**config.mk**
```make
export PLATFORM = sky130hd
export DESIGN_NAME = uart_tx_sched
export DESIGN_NICKNAME = d
export VERILOG_FILES = /design/src/rtl/uart_tx_sched_pkg.sv /design/src/rtl/uart_tx_sched_rr_arbiter.sv /design/src/rtl/uart_tx_sched.sv
export SDC_FILE = /design/constraint.sdc
export NUM_CORES = 1
export LEC_CHECK = 0
export CAP_MARGIN = 0
export CORE_MARGIN = 10
export CORE_UTILIZATION = 45
export CTS_CLUSTER_DIAMETER = 100
export CTS_CLUSTER_SIZE = 20
export DETAILED_ROUTE_END_ITERATION = 12
export GPL_TIMING_DRIVEN = 0
export PLACE_DENSITY = 0.8
export SLEW_MARGIN = 5
export SYNTH_ARGS = -nofsm -noshare
export SYNTH_HDL_FRONTEND = slang
export SYNTH_SLANG_ARGS = --single-unit
```
**constraint.sdc**
```tcl
create_clock -name clk_i -period 3.9 [get_ports clk_i]
set_clock_uncertainty 0.05 [all_clocks]
set_input_delay 0.78 -clock clk_i [delete_from_list [all_inputs] [get_ports clk_i]]
set_output_delay 0.78 -clock clk_i [all_outputs]
set_load 0.02 [all_outputs]
```
**src/rtl/uart_tx_sched_pkg.sv**
```systemverilog
// Shared definitions for the UART transmit scheduler: FSM state encoding and
// default parameter values used by the scheduler and its bench.
package uart_tx_sched_pkg;

  typedef enum logic [1:0] {
    ST_IDLE      = 2'd0,
    ST_WAIT_BUSY = 2'd1,
    ST_WAIT_DONE = 2'd2
  } sched_state_t;

  localparam int unsigned DEF_N_REQ        = 4;
  localparam int unsigned DEF_ID_W         = 2;
  localparam int unsigned DEF_BUSY_TIMEOUT = 64;

endpackage

```
**src/rtl/uart_tx_sched_rr_arbiter.sv**
```systemverilog
// Combinational round-robin arbiter: picks the first asserted request at or
// after i_ptr (modulo N_REQ) and returns it one-hot and encoded.
module rr_arbiter #(
  parameter int unsigned N_REQ = 4,
  parameter int unsigned ID_W  = 2
) (
  input  logic [N_REQ-1:0] i_req,
  input  logic [ID_W-1:0]  i_ptr,
  output logic [N_REQ-1:0] o_grant,
  output logic [ID_W-1:0]  o_idx,
  output logic             o_valid
);

  int unsigned w_best;
  int unsigned w_best_dist;
  int unsigned w_dist;

  // Distance from the pointer decides priority, so the scan never needs a
  // variable bit index into the request vector.
  always_comb begin
    w_best      = 0;
    w_best_dist = N_REQ;
    w_dist      = 0;
    for (int unsigned k = 0; k < N_REQ; k++) begin
      if (i_req[k]) begin
        w_dist = (k + N_REQ - 32'(i_ptr)) % N_REQ;
        if (w_dist < w_best_dist) begin
          w_best_dist = w_dist;
          w_best      = k;
        end
      end
    end
  end

  always_comb begin
    o_grant = '0;
    for (int unsigned k = 0; k < N_REQ; k++) begin
      o_grant[k] = (w_best_dist != N_REQ) && (w_best == k);
    end
  end

  assign o_valid = (w_best_dist != N_REQ);
  assign o_idx   = ID_W'(w_best);

endmodule

```
**src/rtl/uart_tx_sched.sv**
```systemverilog
// Round-robin scheduler sharing one UART transmitter among N_REQ byte sources:
// accept one byte, pulse shoot, then follow tx busy through the whole frame.
module uart_tx_sched
  import uart_tx_sched_pkg::*;
#(
  parameter int unsigned N_REQ        = DEF_N_REQ,
  parameter int unsigned BUSY_TIMEOUT = DEF_BUSY_TIMEOUT,
  parameter int unsigned ID_W         = DEF_ID_W
) (
  input  logic               clk_i,
  input  logic               resetn_i,
  input  logic [N_REQ-1:0]   req_valid_i,
  input  logic [8*N_REQ-1:0] req_data_i,
  output logic [N_REQ-1:0]   req_ready_o,
  output logic [7:0]         tx_data_o,
  output logic               tx_shoot_o,
  input  logic               tx_busy_i,
  output logic [ID_W-1:0]    grant_id_o,
  output logic               timeout_o
);

  localparam int unsigned TMR_W = (BUSY_TIMEOUT > 1) ? $clog2(BUSY_TIMEOUT) : 1;
  localparam logic [TMR_W-1:0] TMR_LAST = TMR_W'(BUSY_TIMEOUT - 1);

  sched_state_t     r_state;
  sched_state_t     w_state_nxt;
  logic [ID_W-1:0]  r_rr_ptr;
  logic [7:0]       r_tx_data;
  logic             r_shoot;
  logic [ID_W-1:0]  r_grant_id;
  logic             r_timeout;
  logic [TMR_W-1:0] r_timer;
  logic [TMR_W-1:0] w_timer_nxt;
  logic             w_timeout_nxt;
  logic             w_shoot_nxt;

  logic [N_REQ-1:0] w_grant;
  logic [ID_W-1:0]  w_idx;
  logic             w_any;
  logic             w_accept;
  logic [7:0]       w_data;
  logic [ID_W-1:0]  w_ptr_nxt;

  rr_arbiter #(
    .N_REQ (N_REQ),
    .ID_W  (ID_W)
  ) u_arb (
    .i_req   (req_valid_i),
    .i_ptr   (r_rr_ptr),
    .o_grant (w_grant),
    .o_idx   (w_idx),
    .o_valid (w_any)
  );

  // Ready is held low while reset is asserted even though the state reads IDLE.
  assign w_accept    = resetn_i && (r_state == ST_IDLE) && !tx_busy_i && w_any;
  assign req_ready_o = w_accept ? w_grant : '0;

  always_comb begin
    w_data = '0;
    for (int unsigned k = 0; k < N_REQ; k++) begin
      if (w_idx == ID_W'(k)) begin
        w_data = req_data_i[8*k +: 8];
      end
    end
  end

  assign w_ptr_nxt = (w_idx == ID_W'(N_REQ - 1)) ? '0 : w_idx + ID_W'(1);

  always_comb begin
    w_state_nxt   = r_state;
    w_timer_nxt   = r_timer;
    w_timeout_nxt = 1'b0;
    w_shoot_nxt   = 1'b0;
    case (r_state)
      ST_IDLE: begin
        if (w_accept) begin
          w_state_nxt = ST_WAIT_BUSY;
          w_timer_nxt = '0;
          w_shoot_nxt = 1'b1;
        end
      end
      ST_WAIT_BUSY: begin
        if (tx_busy_i) begin
          w_state_nxt = ST_WAIT_DONE;
        end else if (r_timer == TMR_LAST) begin
          w_timeout_nxt = 1'b1;
          w_state_nxt   = ST_IDLE;
        end else begin
          w_timer_nxt = r_timer + TMR_W'(1);
        end
      end
      ST_WAIT_DONE: begin
        if (!tx_busy_i) begin
          w_state_nxt = ST_IDLE;
        end
      end
      default: w_state_nxt = ST_IDLE;
    endcase
  end

  always_ff @(posedge clk_i or negedge resetn_i) begin
    if (!resetn_i) begin
      r_state   <= ST_IDLE;
      r_timer   <= '0;
      r_timeout <= 1'b0;
      r_shoot   <= 1'b0;
    end else begin
      r_state   <= w_state_nxt;
      r_timer   <= w_timer_nxt;
      r_timeout <= w_timeout_nxt;
      r_shoot   <= w_shoot_nxt;
    end
  end

  always_ff @(posedge clk_i or negedge resetn_i) begin
    if (!resetn_i) begin
      r_rr_ptr   <= '0;
      r_tx_data  <= '0;
      r_grant_id <= '0;
    end else if (w_accept) begin
      r_rr_ptr   <= w_ptr_nxt;
      r_tx_data  <= w_data;
      r_grant_id <= w_idx;
    end
  end

  assign tx_data_o  = r_tx_data;
  assign tx_shoot_o = r_shoot;
  assign grant_id_o = r_grant_id;
  assign timeout_o  = r_timeout;

endmodule

```
==> impl_metrics.env <==
export IMPL_status="finished, final reports clean"
export IMPL_cts_buffer_depth=2
export IMPL_fin_cells=272
export IMPL_slowest_delay_ns=0.31
export IMPL_grt_max_degree=25
export IMPL_die_area_um2=6300
export IMPL_ios=55
export IMPL_grt_pass1_wl_um=7650
export IMPL_cp_arrival_ns=2.92
export IMPL_ys_flop_type="dfrtp_1"
export IMPL_synth_most_common_cell="dfrtp_1"
export IMPL_initial_utilization_pct=47.2
export IMPL_avgSynthCellArea_um2=9.28
export IMPL_synth_top_cell_area_share_pct=34.7
export IMPL_cp_start_kind="input pin"
export IMPL_synth_area_um2=1590
export IMPL_synth_seq_cells=22
export IMPL_setup_viol=0
export IMPL_cp_cell_sequence="buf_4 > nor3b_2 > o21ai_1 > o31ai_1 > o21ai_1 > ha_1 > and2_4 > a211oi_2 > o21ai_2 > nand2_2 > ha_4 > clkbuf_8 > and3_1 > buf_4"
export IMPL_clock_root_buffer="clkbuf_4"
export IMPL_num_antenna_cells=0
export IMPL_drt_wl_total_um=4540
export IMPL_core_um2=3360
export IMPL_rsz0062_at_grt="yes"
export IMPL_grt_pass1_vias=1561
export IMPL_die_w_um=79.4
export IMPL_viasPerCell=5.48
export IMPL_clkSlewWorstSetupHoldPaths_ns=0.13
export IMPL_synthCells=171
export IMPL_synth_area_leaders="dfrtp_1 35%, a31oi_2 5.5%, nor2_4 5.0%, ha_1 4.7%, a211o_1 3.9%"
export IMPL_clkLatencyLatePin_ns=0.32
export IMPL_required_ns=3.07
export IMPL_io_buffers=53
export IMPL_vias=1491
export IMPL_drt_iter0_drc=81
export IMPL_grt_use_total_pct=14.8
export IMPL_ir_drop_v=0.000300
export IMPL_dpl_cell_area_um2=2170
export IMPL_drive_above_1_share_pct=23.9
export IMPL_grt_overflow_total=0
export IMPL_final_area_um2=2310
export IMPL_nNetsFinal=272
export IMPL_first_pass_iters=4
export IMPL_period_share_pct=96.2
export IMPL_cts_hold_buffers=0
export IMPL_rows=21
export IMPL_routedWlPerCell_um=16.7
export IMPL_crit_family="simple AND/OR/NAND/NOR gates"
export IMPL_power_density_nw_per_um2=602
export IMPL_fin_crit_ns=3.75
export IMPL_cap_violations=0
export IMPL_endpoint_kind="output pin"
export IMPL_synthToLayoutAreaGrowth_pct=45.5
export IMPL_worst_pin_slew_ns=1.10
export IMPL_ys_seq_area_share_pct=34.7
export IMPL_synth_distinct_cells=46
export IMPL_slew_headroom_pct=26.4
export IMPL_final_hold_violation_count=0
export IMPL_yosysWarnings=0
export IMPL_p_leak_nw=0.947
export IMPL_detail_route_antenna_nets=0
export IMPL_cts_sinks=22
export IMPL_cts_made_buffers=3
export IMPL_hpwl_um=3400
export IMPL_slowest_stage="ha_1"
export IMPL_fmax_mhz=267
export IMPL_drc_errors=0
export IMPL_critPathBufInv=3
export IMPL_synth_commonest_cells="22 x dfrtp_1, 15 x inv_1, 13 x nand2_1"
export IMPL_place_congestion=0.872
export IMPL_synth_largest_area_cell="dfrtp_1"
export IMPL_hp_class="reg2reg"
export IMPL_die_y_um=79.4
export IMPL_maxSlewViolCount=0
export IMPL_antenna_found_initial=0
export IMPL_async_flop_share_pct=100
export IMPL_syn_nets=216
export IMPL_dpl_cell_count=270
export IMPL_htree_levels=1
export IMPL_cp_max_fo=10
export IMPL_synth_edf_count=0
export IMPL_nFillCells=289
export IMPL_cts_tree="done"
export IMPL_critical_path_class="in2out"
## final timing paths
| check | start | to | slack (ns) | depth (start not counted) |
|---|---|---|---|---|
| max reg2reg | r_rr_ptr[1]$_DFFE_PN0P_ | tx_data_o[2]$_DFFE_PN0P_ | 0.55 | 14 |
| min | grant_id_o[0]$_DFFE_PN0P_ | grant_id_o[0]$_DFFE_PN0P_ | 0.49 | 2 |
| min reg2reg | grant_id_o[0]$_DFFE_PN0P_ | grant_id_o[0]$_DFFE_PN0P_ | 0.49 | 2 |
| max | req_valid_i[1] | req_ready_o[3] | 0.15 | 14 |
| min in group asynchronous | resetn_i | tx_data_o[5]$_DFFE_PN0P_ | 0.98 | 1 |
| max in group asynchronous | resetn_i | r_rr_ptr[0]$_DFFE_PN0P_ | 2.08 | 1 |
## layout make-up
cell class                 instances  area (µm²)  area share, %
sequential                        22         553           24.0
multi-input combinational        125         993           43.0
timing repair buffer              54         526           22.8
buffer                             6        70.1           3.04
tap                               46        57.6           2.49
clock inverter                     1        30.0           1.30
inverter                          15        56.3           2.44
clock buffer                       3        22.5          0.976
## layer usage
metal | routed length (µm) | vias to the layer above | track usage [%]
li1 | - | 742 | -
met4 | 21 | 0 | 3.76
met5 | 0 | - | 0
met1 | 1950 | 712 | 17.2
met2 | 2290 | 35 | 25.9
met3 | 277 | 2 | 4.50
## cells in the final DEF (no fill, tap or decap), types with 3 or more instances in the layout
cell type | netlist | routed
a211o_1 | 7 | 7
a21oi_1 | 11 | 11
a221oi_1 | 7 | 7
a31oi_2 | 7 | 7
and2_4 | 1 | 4
and3_1 | 8 | 8
buf_4 | 0 | 4
buf_6 | 2 | 3
clkbuf_4 | 0 | 3
clkdlybuf4s50_1 | 0 | 47
dfrtp_1 | 22 | 20
ha_1 | 6 | 3
ha_4 | 0 | 3
inv_1 | 15 | 15
nand2_1 | 13 | 11
nand2_2 | 2 | 4
nand3_1 | 3 | 3
nor2_1 | 5 | 5
nor2_4 | 7 | 7
nor3_1 | 4 | 3
o21ai_1 | 1 | 4
## through the flow
| stage | util (%) | setup TNS, ns | total power [mW] | setup WS (ns) | hold WS [ns] |
|---|---|---|---|---|---|
| after floorplan | - | 0 | 0.855 | 0.0169 | 0.434 |
| after CTS | 68.0 | 0 | 1.37 | 0.0919 | 0.502 |
| final | 68.6 | 0 | 1.39 | 0.150 | 0.491 |
| after global routing | 68.6 | -0.0184 | 1.49 | -0.0184 | 0.557 |
| after global placement | 64.7 | -7.73 | 1.11 | -1.46 | 0.451 |
| after detailed placement | 64.7 | -7.93 | 1.12 | -1.46 | 0.471 |
## state kept, by name, summed over array words and instances, names as in the netlist
name and cells:
tx_data_o 8, r_timer 6, grant_id_o 2, r_rr_ptr 2, r_state 2, timeout_o 1, tx_shoot_o 1
## power breakdown
group          internal [mW]  switching [mW]
clock                  0.104          0.0757
sequential             0.301          0.0859
combinational          0.418           0.406
total                  0.822           0.567
## worst reg2reg max path: stages (launching register included)
cell and delay, ns:
dfrtp_2 0.48, nor3_2 0.18, a21oi_1 0.06, o21ai_1 0.11, o21ai_1 0.08, ha_1 0.30, nor2b_2 0.16, a211oi_2 0.06
o21ai_2 0.23, and2_4 0.22, ha_1 0.20, nor2b_1 0.51, a221oi_1 0.18, a211o_1 0.32, a31oi_2 0.15
## kinds of logic after synthesis
logic type               synth area share (%)
flip-flops                               34.7
buffers and inverters                    7.33
AO/OA/AOI/OAI                            28.2
XOR/XNOR                                0.552
adder cells (fa/ha/maj)                  4.73
multiplexers                            0.631
AND/OR/NAND/NOR                          23.9
## repair_timing
item	4_1_cts	5_1_grt
gates resized for setup	42	18
setup buffers	1	0
endpoints found under the hold margin	0	0
pin swaps	5	8
cloned	0	0
endpoints found under the setup margin	12	4
No activity file was read; power rests on OpenSTA's default activity.
